`src/rtl/idct8_core.sv`:
```
// Streaming 8-point inverse DCT by direct matrix evaluation: ping-pong coefficient
// banks, eight constant multipliers and a registered adder tree with round/saturate.
module idct8_core #(
  parameter int DATA_WIDTH = 12,
  parameter int COEF_WIDTH = 12,
  parameter int COEF_FRAC  = 11
) (
  input  logic                         clk,
  input  logic                         rst_n,
  input  logic signed [DATA_WIDTH-1:0] in_sample,
  input  logic                         in_valid,
  output logic signed [DATA_WIDTH-1:0] out_sample,
  output logic                         out_valid,
  output logic [2:0]                   out_index,
  output logic                         out_last
);

  localparam int PW  = DATA_WIDTH + COEF_WIDTH;
  localparam int S2W = PW + 2;
  localparam int S3W = PW + 3;
  localparam int RW  = S3W + 1;

  localparam logic signed [RW-1:0] RND     = RW'(2'sd1) <<< (COEF_FRAC - 1);
  localparam logic signed [RW-1:0] SAT_MAX = RW'((64'sd1 <<< (DATA_WIDTH - 1)) - 64'sd1);
  localparam logic signed [RW-1:0] SAT_MIN = RW'(-(64'sd1 <<< (DATA_WIDTH - 1)));

  typedef enum logic {IDLE = 1'b0, RUN = 1'b1} state_t;

  // Orthonormal IDCT constant for output n, coefficient k, scaled by 2^11.
  // The angle (2n+1)k*pi/16 is folded into the first quadrant by its index mod 32.
  function automatic logic signed [COEF_WIDTH-1:0] rom_coef(input logic [2:0] n, input logic [2:0] k);
    logic [4:0] m;
    logic [3:0] r;
    logic       neg;
    logic signed [COEF_WIDTH-1:0] mag;
    m = 5'(({2'b00, n, 1'b1}) * {3'b000, k});
    if (m <= 5'd8) begin
      r = m[3:0];
      neg = 1'b0;
    end else if (m <= 5'd16) begin
      r = 4'(5'd16 - m);
      neg = 1'b1;
    end else if (m <= 5'd24) begin
      r = 4'(m - 5'd16);
      neg = 1'b1;
    end else begin
      r = 4'(6'd32 - {1'b0, m});
      neg = 1'b0;
    end
    case (r)
      4'd0:    mag = COEF_WIDTH'(12'sd1024);
      4'd1:    mag = COEF_WIDTH'(12'sd1004);
      4'd2:    mag = COEF_WIDTH'(12'sd946);
      4'd3:    mag = COEF_WIDTH'(12'sd851);
      4'd4:    mag = COEF_WIDTH'(12'sd724);
      4'd5:    mag = COEF_WIDTH'(12'sd569);
      4'd6:    mag = COEF_WIDTH'(12'sd392);
      4'd7:    mag = COEF_WIDTH'(12'sd200);
      default: mag = COEF_WIDTH'(12'sd0);
    endcase
    if (k == 3'd0) begin
      mag = COEF_WIDTH'(12'sd724);
      neg = 1'b0;
    end
    return neg ? -mag : mag;
  endfunction

  logic [2:0]                   wr_idx_q;
  logic                         wr_bank_q;
  logic                         start_s;
  logic signed [DATA_WIDTH-1:0] bank_q [2][8];

  state_t     state_q;
  logic [2:0] rd_idx_q;
  logic       rd_bank_q;

  logic signed [COEF_WIDTH-1:0] coef_s [8];
  logic signed [PW-1:0]         prod_d [8];
  logic signed [PW-1:0]         prod_q [8];
  logic signed [S2W-1:0]        psum_q [2];
  logic                         v1_q, v2_q, last1_q, last2_q;
  logic [2:0]                   idx1_q, idx2_q;

  logic signed [S3W-1:0]        sum_full_s;
  logic signed [RW-1:0]         rnd_s;
  logic signed [RW-1:0]         shr_s;
  logic signed [DATA_WIDTH-1:0] sat_s;

  logic signed [DATA_WIDTH-1:0] out_sample_q;
  logic                         out_valid_q, out_last_q;
  logic [2:0]                   out_index_q;

  assign start_s = in_valid && (wr_idx_q == 3'd7);

  always_ff @(posedge clk or negedge rst_n) begin
    if (!rst_n) begin
      wr_idx_q  <= 3'd0;
      wr_bank_q <= 1'b0;
    end else if (in_valid) begin
      wr_idx_q <= wr_idx_q + 3'd1;
      if (wr_idx_q == 3'd7) begin
        wr_bank_q <= ~wr_bank_q;
      end
    end
  end

  always_ff @(posedge clk) begin
    if (in_valid) begin
      bank_q[wr_bank_q][wr_idx_q] <= in_sample;
    end
  end

  // A start arriving with rd_idx = 7 chains straight into the next block.
  always_ff @(posedge clk or negedge rst_n) begin
    if (!rst_n) begin
      state_q   <= IDLE;
      rd_idx_q  <= 3'd0;
      rd_bank_q <= 1'b0;
      v1_q      <= 1'b0;
      idx1_q    <= 3'd0;
      last1_q   <= 1'b0;
    end else begin
      case (state_q)
        IDLE: begin
          if (start_s) begin
            state_q   <= RUN;
            rd_idx_q  <= 3'd0;
            rd_bank_q <= wr_bank_q;
          end
        end
        RUN: begin
          if (start_s) begin
            rd_idx_q  <= 3'd0;
            rd_bank_q <= wr_bank_q;
          end else if (rd_idx_q == 3'd7) begin
            state_q  <= IDLE;
            rd_idx_q <= 3'd0;
          end else begin
            rd_idx_q <= rd_idx_q + 3'd1;
          end
        end
        default: begin
          state_q  <= IDLE;
          rd_idx_q <= 3'd0;
        end
      endcase
      v1_q    <= (state_q == RUN);
      idx1_q  <= rd_idx_q;
      last1_q <= (state_q == RUN) && (rd_idx_q == 3'd7);
    end
  end

  always_comb begin
    for (int k = 0; k < 8; k++) begin
      coef_s[k] = rom_coef(rd_idx_q, 3'(k));
      prod_d[k] = PW'(bank_q[rd_bank_q][k]) * PW'(coef_s[k]);
    end
  end

  always_ff @(posedge clk) begin
    prod_q    <= prod_d;
    psum_q[0] <= S2W'(prod_q[0]) + S2W'(prod_q[1]) + S2W'(prod_q[2]) + S2W'(prod_q[3]);
    psum_q[1] <= S2W'(prod_q[4]) + S2W'(prod_q[5]) + S2W'(prod_q[6]) + S2W'(prod_q[7]);
  end

  always_ff @(posedge clk or negedge rst_n) begin
    if (!rst_n) begin
      v2_q    <= 1'b0;
      idx2_q  <= 3'd0;
      last2_q <= 1'b0;
    end else begin
      v2_q    <= v1_q;
      idx2_q  <= idx1_q;
      last2_q <= last1_q;
    end
  end

  always_comb begin
    sum_full_s = S3W'(psum_q[0]) + S3W'(psum_q[1]);
    rnd_s      = RW'(sum_full_s) + RND;
    shr_s      = rnd_s >>> COEF_FRAC;
    if (shr_s > SAT_MAX) begin
      sat_s = DATA_WIDTH'(SAT_MAX);
    end else if (shr_s < SAT_MIN) begin
      sat_s = DATA_WIDTH'(SAT_MIN);
    end else begin
      sat_s = DATA_WIDTH'(shr_s);
    end
  end

  // Sample and index hold their last value between bursts.
  always_ff @(posedge clk or negedge rst_n) begin
    if (!rst_n) begin
      out_sample_q <= '0;
      out_valid_q  <= 1'b0;
      out_index_q  <= 3'd0;
      out_last_q   <= 1'b0;
    end else begin
      out_valid_q <= v2_q;
      out_last_q  <= v2_q && last2_q;
      if (v2_q) begin
        out_sample_q <= sat_s;
        out_index_q  <= idx2_q;
      end
    end
  end

  assign out_sample = out_sample_q;
  assign out_valid  = out_valid_q;
  assign out_index  = out_index_q;
  assign out_last   = out_last_q;

endmodule

```
`config.mk`:
```
export PLATFORM = sky130hd
export DESIGN_NAME = idct8_core
export DESIGN_NICKNAME = d
export VERILOG_FILES = /design/src/rtl/idct8_core.sv
export SDC_FILE = /design/constraint.sdc
export NUM_CORES = 2
export LEC_CHECK = 0
export CORE_ASPECT_RATIO = 1.75
export CORE_MARGIN = 2
export CORE_UTILIZATION = 50
export CTS_BUF_LIST = sky130_fd_sc_hd__clkbuf_4 sky130_fd_sc_hd__clkbuf_8 sky130_fd_sc_hd__clkbuf_16
export DETAILED_ROUTE_END_ITERATION = 8
export GPL_ROUTABILITY_DRIVEN = 1
export PLACE_DENSITY = 0.73
export SYNTH_ARGS = -nofsm -noshare
export SYNTH_HDL_FRONTEND = slang
export SYNTH_SLANG_ARGS = --single-unit
export TNS_END_PERCENT = 10
```
`constraint.sdc`:
```
create_clock -name clk -period 11.3 [get_ports clk]
set_input_delay 2.26 -clock clk [delete_from_list [all_inputs] [get_ports clk]]
set_output_delay 2.26 -clock clk [all_outputs]
set_load 0.03 [all_outputs]
```
==> impl_metrics.env <==
export IMPL_cts_tree="yes"
export IMPL_worstPathArrival_ns=9.95
export IMPL_initial_core_util_pct=50.4
export IMPL_drive_gt1_share_pct=4.87
export IMPL_vias=37338
export IMPL_yosys_warnings=0
export IMPL_slowest_delay_ns=0.96
export IMPL_crit_type="flop to flop"
export IMPL_netlist_top_cells_area="fa_1, ha_1, edfxtp_1, dfxtp_1, inv_1"
export IMPL_skew_ns=0.0329
export IMPL_worst_ep_required_time_ns=11.80
export IMPL_fin_crit_ns=9.46
export IMPL_slew_headroom_pct=9.10
export IMPL_finalSetupViolCount=0
export IMPL_h_tree_depth=2
export IMPL_synth_ff_type="dfxtp_1"
export IMPL_r2r_cells=30
export IMPL_post_cts_buffers=0
export IMPL_fmaxAchievable_mhz=106
export IMPL_root_buffer="clkbuf_16"
export IMPL_syn_nets=7047
export IMPL_wl_um=145000
export IMPL_crit_fanout=27
export IMPL_synth_cell_type_count=74
export IMPL_yosysMostFrequentCell="inv_1"
export IMPL_rrSetupSlack_ns=1.84
export IMPL_drc_errors=0
export IMPL_end_kind="flop"
export IMPL_rsz0062_at_grt="no"
export IMPL_path_common_cell="fa_1"
export IMPL_synth_area_leader_cell="fa_1"
export IMPL_dieHeight_um=447
export IMPL_drtIter0Drc=2063
export IMPL_cts_hold_buf=0
export IMPL_cts_resized=0
export IMPL_startpoint_type="flop"
export IMPL_dp_hpwl_um=121000
export IMPL_grt_overflow_total=0
export IMPL_rr_startpoint="rd_idx_q[0]"
export IMPL_dp_worst_setup_slack_ns=1.85
export IMPL_ys_seq_area_share_pct=20.3
export IMPL_first_pass_iters=6
export IMPL_synth_seq_cells=465
export IMPL_period_share_pct=83.7
export IMPL_min_path_type="flop to flop"
export IMPL_slew_viol_final=0
export IMPL_die_area_sq_um=115000
export IMPL_io_pin_count=32
export IMPL_hp_start="v1_q"
export IMPL_nets=7060
export IMPL_syn_to_final_growth_pct=6.60
export IMPL_antenna_found_initial=7
export IMPL_antenna_left=0
export IMPL_r2r_end="prod_q[23]"
export IMPL_syn_avg_cell_area_sq_um=10.3
export IMPL_grtUsageTotal_pct=26.4
export IMPL_place_area_sq_um=58100
export IMPL_grt_pass1_wl_um=228000
export IMPL_hold_end="v2_q"
export IMPL_dieWidth_um=257
export IMPL_cts_sinks=465
export IMPL_cpMaxStageDelayCell="dfrtp_1"
export IMPL_maxCapViolations=0
export IMPL_clockBufferDepth=3
export IMPL_wl_per_cell_um=20.8
export IMPL_status="completed"
export IMPL_worstMarginPinSlew_ns=1.36
export IMPL_finalSetupTns_ns=0
export IMPL_synth_commonest_cells="inv_1, fa_1, ha_1, nand2_1, nor2_1"
export IMPL_core_sq_um=111000
export IMPL_io_buffers=31
export IMPL_netlist_area_sq_um=56100
export IMPL_syn_inst=5447
export IMPL_synth_edff_count=192
export IMPL_place_congestion=0.945
export IMPL_fin_area_sq_um=59800
export IMPL_worst_slack_ns=1.84
export IMPL_clk_pin_slew_ns=0.07
export IMPL_min_path_cells=0
export IMPL_async_flop_share_pct=7.74
export IMPL_grt_pass1_vias=41371
export IMPL_viasPerCell=5.35
export IMPL_finalHoldViolCount=0
export IMPL_clkLatencyLatePin_ns=0.64
export IMPL_grt_max_degree=72
export IMPL_yosys_area_top_type_share_pct=36.8
export IMPL_num_rows=162
export IMPL_cts_buffers=47
registers in the layout (all words and copies together) (netlist names), 3 cells and up:
name and cells:
psum_q 52, bank_q 192, out_index 3, rd_idx_q 3, out_sample 12, wr_idx_q 3, prod_q 185, idx2_q 3
idx1_q 3
critical path: cells and delay by family, from the launching register on:
kind,cells,cell delay [ns]
buffers and inverters,5,0.60
flip-flops,1,0.96
XOR/XNOR,3,1.11
AO/OA/AOI/OAI,10,3.09
AND/OR/NAND/NOR,4,0.53
adder cells (fa/ha/maj),8,3.01
metal layers:
layer	wire [um]	part of all wire (%)	GRT usage (%)	up-vias
met5	10	0.0069	0	-
met1	46900	32	26.3	18871
met3	6740	4.6	3.45	474
met4	14000	9.6	21.1	2
li1	-	-	-	16839
met2	77900	54	48.9	1152
logic make-up (layout without fill, tap and decap cells):
| kind of cell | Yosys count | in the layout | share of synthesized area, % |
|---|---|---|---|
| mux | 169 | 169 | 3.20 |
| other cells | 0 | 7 | 0 |
| compound gates | 416 | 416 | 4.82 |
| xor+xnor | 263 | 263 | 4.11 |
| buf+inv | 1283 | 1334 | 8.59 |
| flops | 465 | 465 | 20.3 |
| fa+ha+maj | 1585 | 1585 | 49.2 |
| simple gates | 1266 | 1266 | 9.78 |
final cells by class:
| type | instances | area, sq um |
|---|---|---|
| fill | 9629 | 51500 |
| multi-input combinational | 3699 | 39900 |
| sequential | 465 | 11400 |
| inverter | 1175 | 4410 |
| tap | 1476 | 1850 |
| clock buffer | 52 | 1230 |
| timing repair buffer | 72 | 584 |
| clock inverter | 35 | 370 |
| antenna | 7 | 17.5 |
worst max path at each step:
stage	startpoint	endpoint	slack [ns]	cells after the start
final	rd_idx_q[0]	prod_q[23]	1.84	30
after global placement	rd_idx_q[0]	prod_q[23]	1.99	28
after detailed placement	rd_idx_q[0]	prod_q[23]	1.85	28
after global routing	rd_idx_q[0]	prod_q[23]	1.02	30
after floorplan	rd_idx_q[2]	prod_q[23]	2.95	37
after CTS	rd_idx_q[0]	prod_q[23]	1.78	28
through the flow:
stage	util [%]	hold WS [ns]	instances
CTS	53.7	0.349	6972
finish	53.7	0.349	6981
floorplan	-	0.331	5447
global route	53.7	0.360	6976
detailed placement	52.2	0.335	6885
global placement	52.2	0.333	6885
cell usage in the layout, fill, tap and decap left out, types with 12 or more instances in the layout:
master	count
a221o_1	12
nand2_1	508
dfrtp_1	35
a21boi_0	14
nand3_1	32
inv_1	1171
clkdlybuf4s50_1	21
and2_1	48
o21a_1	30
nand2b_1	53
or2_2	33
or3_1	15
o21ai_0	81
a21o_1	40
dfxtp_1	237
edfxtp_1	192
nor2_1	441
fa_1	1030
nor3_1	40
xor2_1	42
a31oi_1	15
ha_1	554
o21bai_1	12
a211oi_1	13
a21oi_1	132
and3_1	22
mux2_2	82
nor2b_1	40
buf_4	39
xnor2_1	219
clkbuf_16	48
mux2i_1	87
Power is not shown: default switching activity piles up to over one toggle a cycle in this logic, so the estimate is an artifact.
